`src/rtl/mux_pkg.sv`:
```
// Shared types and constants for the scanning channel selector.
package mux_pkg;

    typedef enum logic [1:0] {
        StIdle,
        StScan,
        StFin
    } state_e;

    localparam logic MODE_MANUAL = 1'b0;
    localparam logic MODE_SCAN   = 1'b1;

    function automatic int unsigned clog2(input int unsigned n);
        int unsigned r;
        r = 0;
        while ((64'd1 << r) < 64'(n)) begin
            r++;
        end
        return r;
    endfunction

endpackage

```
`src/rtl/mux_scan_sel_if.sv`:
```
// Channel data, control and result signals of the scanning selector.
interface mux_scan_sel_if
    import mux_pkg::*;
#(
    parameter int unsigned N_CH = 8,
    parameter int unsigned DW   = 1
) ();
    localparam int unsigned SW = clog2(N_CH);

    logic [N_CH*DW-1:0] din;
    logic [SW-1:0]      sel;
    logic               mode;
    logic               start;
    logic [DW-1:0]      dout;
    logic [SW-1:0]      ch_out;
    logic               valid;
    logic               busy;
    logic               done;

    modport master (
        output din, sel, mode, start,
        input  dout, ch_out, valid, busy, done
    );

    modport slave (
        input  din, sel, mode, start,
        output dout, ch_out, valid, busy, done
    );
endinterface

```
`src/rtl/mux_n1.sv`:
```
// Parametrised combinational N:1 selector over a packed channel bus.
module mux_n1
    import mux_pkg::*;
#(
    parameter int unsigned N_CH = 8,
    parameter int unsigned DW   = 1,
    localparam int unsigned SW  = clog2(N_CH)
) (
    input  logic [N_CH*DW-1:0] din_i,
    input  logic [SW-1:0]      sel_i,
    output logic [DW-1:0]      dout_o
);

    always_comb begin
        dout_o = '0;
        for (int unsigned k = 0; k < N_CH; k++) begin
            if (sel_i == SW'(k)) begin
                dout_o = din_i[k*DW +: DW];
            end
        end
    end

endmodule

```
`src/rtl/mux_scan_sel.sv`:
```
// Channel selector with manual select and a timed scan over all channels.
module mux_scan_sel
    import mux_pkg::*;
#(
    parameter int unsigned N_CH  = 8,
    parameter int unsigned DW    = 1,
    parameter int unsigned DWELL = 4
) (
    input logic           clk,
    input logic           rst,
    mux_scan_sel_if.slave bus
);

    localparam int unsigned SW         = clog2(N_CH);
    localparam logic [7:0]  DWELL_LAST = 8'(DWELL - 1);
    localparam logic [SW-1:0] CH_LAST  = SW'(N_CH - 1);

    state_e          state_q, state_d;
    logic [SW-1:0]   chan_q, chan_d;
    logic [7:0]      dwell_q, dwell_d;
    logic [DW-1:0]   dout_q, dout_d;
    logic [SW-1:0]   ch_q, ch_d;
    logic            valid_q, valid_d;
    logic            busy_q, busy_d;
    logic            done_q, done_d;

    logic [SW-1:0]   mux_sel;
    logic [DW-1:0]   mux_out;

    // The single selector is shared: scan steers it with the channel counter.
    assign mux_sel = (state_q == StScan) ? chan_q : bus.sel;

    mux_n1 #(
        .N_CH (N_CH),
        .DW   (DW)
    ) u_mux (
        .din_i  (bus.din),
        .sel_i  (mux_sel),
        .dout_o (mux_out)
    );

    always_comb begin
        state_d = state_q;
        chan_d  = chan_q;
        dwell_d = dwell_q;
        dout_d  = dout_q;
        ch_d    = ch_q;
        valid_d = 1'b0;
        busy_d  = busy_q;
        done_d  = 1'b0;
        unique case (state_q)
            StIdle: begin
                if (bus.mode == MODE_MANUAL) begin
                    dout_d  = mux_out;
                    ch_d    = bus.sel;
                    valid_d = 1'b1;
                end else if (bus.start) begin
                    state_d = StScan;
                    chan_d  = '0;
                    dwell_d = '0;
                    busy_d  = 1'b1;
                end
            end
            StScan: begin
                if (bus.mode == MODE_MANUAL) begin
                    state_d = StIdle;
                    busy_d  = 1'b0;
                end else if (dwell_q == DWELL_LAST) begin
                    dout_d  = mux_out;
                    ch_d    = chan_q;
                    valid_d = 1'b1;
                    dwell_d = '0;
                    if (chan_q == CH_LAST) begin
                        state_d = StFin;
                    end else begin
                        chan_d = chan_q + SW'(1);
                    end
                end else begin
                    dwell_d = dwell_q + 8'd1;
                end
            end
            StFin: begin
                state_d = StIdle;
                busy_d  = 1'b0;
                done_d  = 1'b1;
            end
            default: state_d = StIdle;
        endcase
    end

    always_ff @(posedge clk) begin
        if (rst) begin
            state_q <= StIdle;
            chan_q  <= '0;
            dwell_q <= '0;
            dout_q  <= '0;
            ch_q    <= '0;
            valid_q <= 1'b0;
            busy_q  <= 1'b0;
            done_q  <= 1'b0;
        end else begin
            state_q <= state_d;
            chan_q  <= chan_d;
            dwell_q <= dwell_d;
            dout_q  <= dout_d;
            ch_q    <= ch_d;
            valid_q <= valid_d;
            busy_q  <= busy_d;
            done_q  <= done_d;
        end
    end

    assign bus.dout   = dout_q;
    assign bus.ch_out = ch_q;
    assign bus.valid  = valid_q;
    assign bus.busy   = busy_q;
    assign bus.done   = done_q;

endmodule

```
`src/flat_wrapper.sv`:
```
// flat-port wrapper written by rule: the top's interface ports become plain ports
module mux_scan_sel_flat import mux_pkg::*;
#(
    parameter int unsigned N_CH  = 8,
    parameter int unsigned DW    = 1,
    parameter int unsigned DWELL = 4
)
  (clk, rst, bus_din, bus_sel, bus_mode, bus_start, bus_dout, bus_ch_out, bus_valid, bus_busy, bus_done);
  mux_scan_sel_if #(.N_CH(N_CH), .DW(DW)) bus_i ();
  input logic clk;
  input logic rst;
  input wire logic [$bits(bus_i.din)-1:0] bus_din;
  input wire logic [$bits(bus_i.sel)-1:0] bus_sel;
  input wire logic [$bits(bus_i.mode)-1:0] bus_mode;
  input wire logic [$bits(bus_i.start)-1:0] bus_start;
  output wire logic [$bits(bus_i.dout)-1:0] bus_dout;
  output wire logic [$bits(bus_i.ch_out)-1:0] bus_ch_out;
  output wire logic [$bits(bus_i.valid)-1:0] bus_valid;
  output wire logic [$bits(bus_i.busy)-1:0] bus_busy;
  output wire logic [$bits(bus_i.done)-1:0] bus_done;
  assign bus_i.din = bus_din;
  assign bus_i.sel = bus_sel;
  assign bus_i.mode = bus_mode;
  assign bus_i.start = bus_start;
  assign bus_dout = bus_i.dout;
  assign bus_ch_out = bus_i.ch_out;
  assign bus_valid = bus_i.valid;
  assign bus_busy = bus_i.busy;
  assign bus_done = bus_i.done;
  mux_scan_sel #(.N_CH(N_CH), .DW(DW), .DWELL(DWELL)) u_core (.clk(clk), .rst(rst), .bus(bus_i));
endmodule
```
`config.mk`:
```
export PLATFORM = sky130hd
export DESIGN_NAME = mux_scan_sel_flat
export DESIGN_NICKNAME = d
export VERILOG_FILES = /design/src/rtl/mux_pkg.sv /design/src/rtl/mux_scan_sel_if.sv /design/src/rtl/mux_n1.sv /design/src/rtl/mux_scan_sel.sv /design/src/flat_wrapper.sv
export SDC_FILE = /design/constraint.sdc
export NUM_CORES = 1
export LEC_CHECK = 0
export ABC_AREA = 1
export CORE_AREA = 4 4 63 65
export DETAILED_ROUTE_END_ITERATION = 6
export DIE_AREA = 0 0 67 69
export REMOVE_ABC_BUFFERS = 1
export SLEW_MARGIN = 5
export SYNTH_ARGS = -nofsm -noshare
export SYNTH_HDL_FRONTEND = slang
export SYNTH_HIERARCHICAL = 1
export SYNTH_SLANG_ARGS = --single-unit
```
`constraint.sdc`:
```
create_clock -name clk -period 2.6 [get_ports clk]
set_input_delay 0.26 -clock clk [delete_from_list [all_inputs] [get_ports clk]]
set_output_delay 0.26 -clock clk [all_outputs]
set_load 0.02 [all_outputs]
```
==> results_dict.tcl <==
set metrics [dict create \
    rsz0062_at_grt "no" \
    gp_congestion 0.8316 \
    crit_top_cell "nor2_1" \
    seq_area_frac_synth 0.3313 \
    grt_pass1_vias 1100 \
    path_clk_slew_ns 0.12 \
    drtAntennaViolNets 0 \
    cts_buffers 3 \
    ir_drop_mv 0.4673 \
    tightest_slew_ns 0.6520 \
    grt_max_degree 13 \
    max_stage_delay_ns 0.54 \
    routed_wl_mm 2.599 \
    numPlacedInstances 243 \
    p_per_area_mw_per_mm2 1058 \
    cts_sinks 20 \
    leakagePower_nw 0.6883 \
    tns_ns 0 \
    grt_use_total 0.1221 \
    setup_violations 0 \
    port_buffers 21 \
    startpoint_type "register" \
    cp_max_fo 8 \
    io_pins 22 \
    required_ns 2.84 \
    drv_cap 0 \
    drtIter0Drc 44 \
    place_area_sq_mm 0.001461 \
    yosysUniqueCellTypes 27 \
    post_drt_wl_per_cell_um 10.52 \
    yosys_warnings 6 \
    htree_num_levels 1 \
    die-width_um 67 \
    grt_pass1_wl_mm 4.574 \
    design_area_sq_mm 0.001514 \
    fmax_ghz 0.4571 \
    hold_buffers 0 \
    crit_arrival_ns 2.42 \
    final_util 0.4537 \
    cts-root-buf "clkbuf_4" \
    via_count 1135 \
    fp.dieH_um 69 \
    cts-resized-gates 0 \
    period_needed_ns 2.188 \
    skew_ns 0.001656 \
    syn_area_sq_mm 0.001209 \
    rows 21 \
    stdcell_count 247 \
    critPathKind "register to register" \
    n_antenna_cell 0 \
    ys_seq_elements 20 \
    critPathCaptureType "register" \
    critPathSlowestCell "o21ai_0" \
    grt_antenna_before_repair 0 \
    period_share 0.8415 \
    area_growth_pct 25.26 \
    timing.slew.headroom 0.5608 \
    insertion_delay_ns 0.30 \
    path_cells "inv_1, ha_1, inv_4, o21ai_0, o21ai_0, nor2_1, nor2_1, nor2_1, nand3_1, a21oi_1" \
    outcome "finished, final reports clean" \
    finalHoldViolCount 0 \
    core_area_sq_mm 0.003337 \
    drive_above_1_share 0.1244 \
    routed_via_density 4.595 \
    start_util 0.3622 \
    hpwl_mm 2.061 \
    clockBufferDepth 2 \
    layout.nets 224 \
    syn-instance-count 178 \
    timing.hold.ws_ns 0.4745 \
    detail_route.first_pass.iterations 4 \
    r2r_slack_ns 0.41 \
    cts_tree "built" \
    maxSlewViolCount 0 \
    post_cts_buffers 0 \
    worstHoldPathType "register to register" \
    die_area_sq_mm 0.004623 \
    remaining_drc_errors 0 \
    syn_avg_cell_area_sq_um 6.790 \
    grt_overflow 0 \
]
power by group:
| group | switching (mW) | internal [mW] | total [mW] |
|---|---|---|---|
| registers | 0.0483 | 0.391 | 0.439 |
| logic | 0.572 | 0.338 | 0.910 |
| clock network | 0.0977 | 0.156 | 0.253 |
| total | 0.718 | 0.885 | 1.60 |
cell type report:
type	instances	area, sq um
Fill cell	363	1823
Multi-Input combinational cell	129	684.4
Sequential cell	20	400.4
Timing Repair Buffer	21	210.2
Inverter	27	108.9
Tap cell	46	57.56
Clock inverter	1	30.03
Clock buffer	3	22.52
cell usage in the layout (no fill, tap or decap), types with 2 or more instances in the layout:
master / synthesis / final
dfxtp_1: 20 / 20
nor2_1: 24 / 24
ha_1: 7 / 7
a21oi_1: 11 / 11
xor2_1: 2 / 2
o21ai_0: 3 / 3
nand4_1: 5 / 5
inv_1: 21 / 21
clkbuf_4: 0 / 3
nand2_4: 2 / 2
clkdlybuf4s50_1: 0 / 21
nand3_1: 12 / 12
nand2_2: 6 / 6
nand2_1: 45 / 45
inv_2: 4 / 4
nor2_2: 3 / 3
critical path: cells and delay by family, from the launching register on:
kind,cells,cell delay (ns)
AOI/OAI and AO/OA,3,0.89
adders and majority gates,1,0.40
DFF,1,0.34
and+or+nand+nor,4,0.33
buffers and inverters,2,0.17
registers in the layout, summed over array words and instances (netlist names):
register and count:
u_core/bus.done 1, u_core/bus.ch_out 3, u_core/chan_q 3, u_core/dwell_q 8
u_core/bus.valid 1, u_core/state_q 2, u_core/bus.busy 1, u_core/bus.dout 1
logic make-up after synthesis:
| family | count (synthesis) | synth area share |
|---|---|---|
| AO/OA/AOI/OAI | 18 | 0.08384 |
| XOR/XNOR | 2 | 0.01450 |
| adder cells (fa/ha/maj) | 7 | 0.07246 |
| buffers and inverters | 29 | 0.1025 |
| flip-flops | 20 | 0.3313 |
| AND/OR/NAND/NOR | 102 | 0.3955 |
synthesized netlist by cell type:
cell | instances | area share
a211oi_1 | 1 | 0.0062
nand4_1 | 5 | 0.026
nand3_1 | 12 | 0.050
buf_6 | 1 | 0.0093
dfxtp_1 | 20 | 0.33
nor3_1 | 1 | 0.0041
inv_6 | 1 | 0.0072
nor2_1 | 24 | 0.075
xor2_1 | 2 | 0.014
nand3_2 | 1 | 0.0083
nand3_4 | 1 | 0.014
inv_4 | 1 | 0.0052
inv_1 | 21 | 0.065
nand2_4 | 2 | 0.019
a31oi_1 | 1 | 0.0052
a22oi_2 | 1 | 0.010
nor3_2 | 1 | 0.0083
o21ai_0 | 3 | 0.012
nand2_2 | 6 | 0.031
a21oi_1 | 11 | 0.046
ha_1 | 7 | 0.072
clkbuf_1 | 1 | 0.0031
inv_2 | 4 | 0.012
or2_1 | 1 | 0.0052
nor2_2 | 3 | 0.016
nand2_1 | 45 | 0.14
o21ai_1 | 1 | 0.0041
per-stage QoR:
| stage | setup slack [ns] | power (mW) |
|---|---|---|
| floorplan | 0.7564 | 1.135 |
| global placement | 0.5604 | 1.350 |
| detailed placement | 0.4254 | 1.367 |
| CTS | 0.3927 | 1.631 |
| global route | 0.1596 | 1.777 |
| finish | 0.4122 | 1.602 |
routing by layer:
| metal | vias to the layer above | routed length, um | track usage | share of wire |
|---|---|---|---|---|
| li1 | 607 | - | - | - |
| met1 | 499 | 1160 | 0.1518 | 0.45 |
| met2 | 27 | 1271 | 0.2052 | 0.49 |
| met3 | 2 | 154 | 0.02922 | 0.059 |
| met4 | 0 | 13 | 0.03378 | 0.0050 |
| met5 | - | 0 | 0 | 0 |
final timing paths:
| path | startpoint | end | cells past startpoint |
|---|---|---|---|
| max | u_core/state_q[1]$_SDFFE_PP0P_ | u_core/bus.dout$_SDFFE_PP0P_ | 10 |
| min reg2reg | u_core/bus.dout$_SDFFE_PP0P_ | u_core/bus.dout$_SDFFE_PP0P_ | 2 |
| max reg2reg | u_core/state_q[1]$_SDFFE_PP0P_ | u_core/bus.dout$_SDFFE_PP0P_ | 10 |
| min | u_core/bus.dout$_SDFFE_PP0P_ | u_core/bus.dout$_SDFFE_PP0P_ | 2 |
No activity file was read; power rests on OpenSTA's default activity.
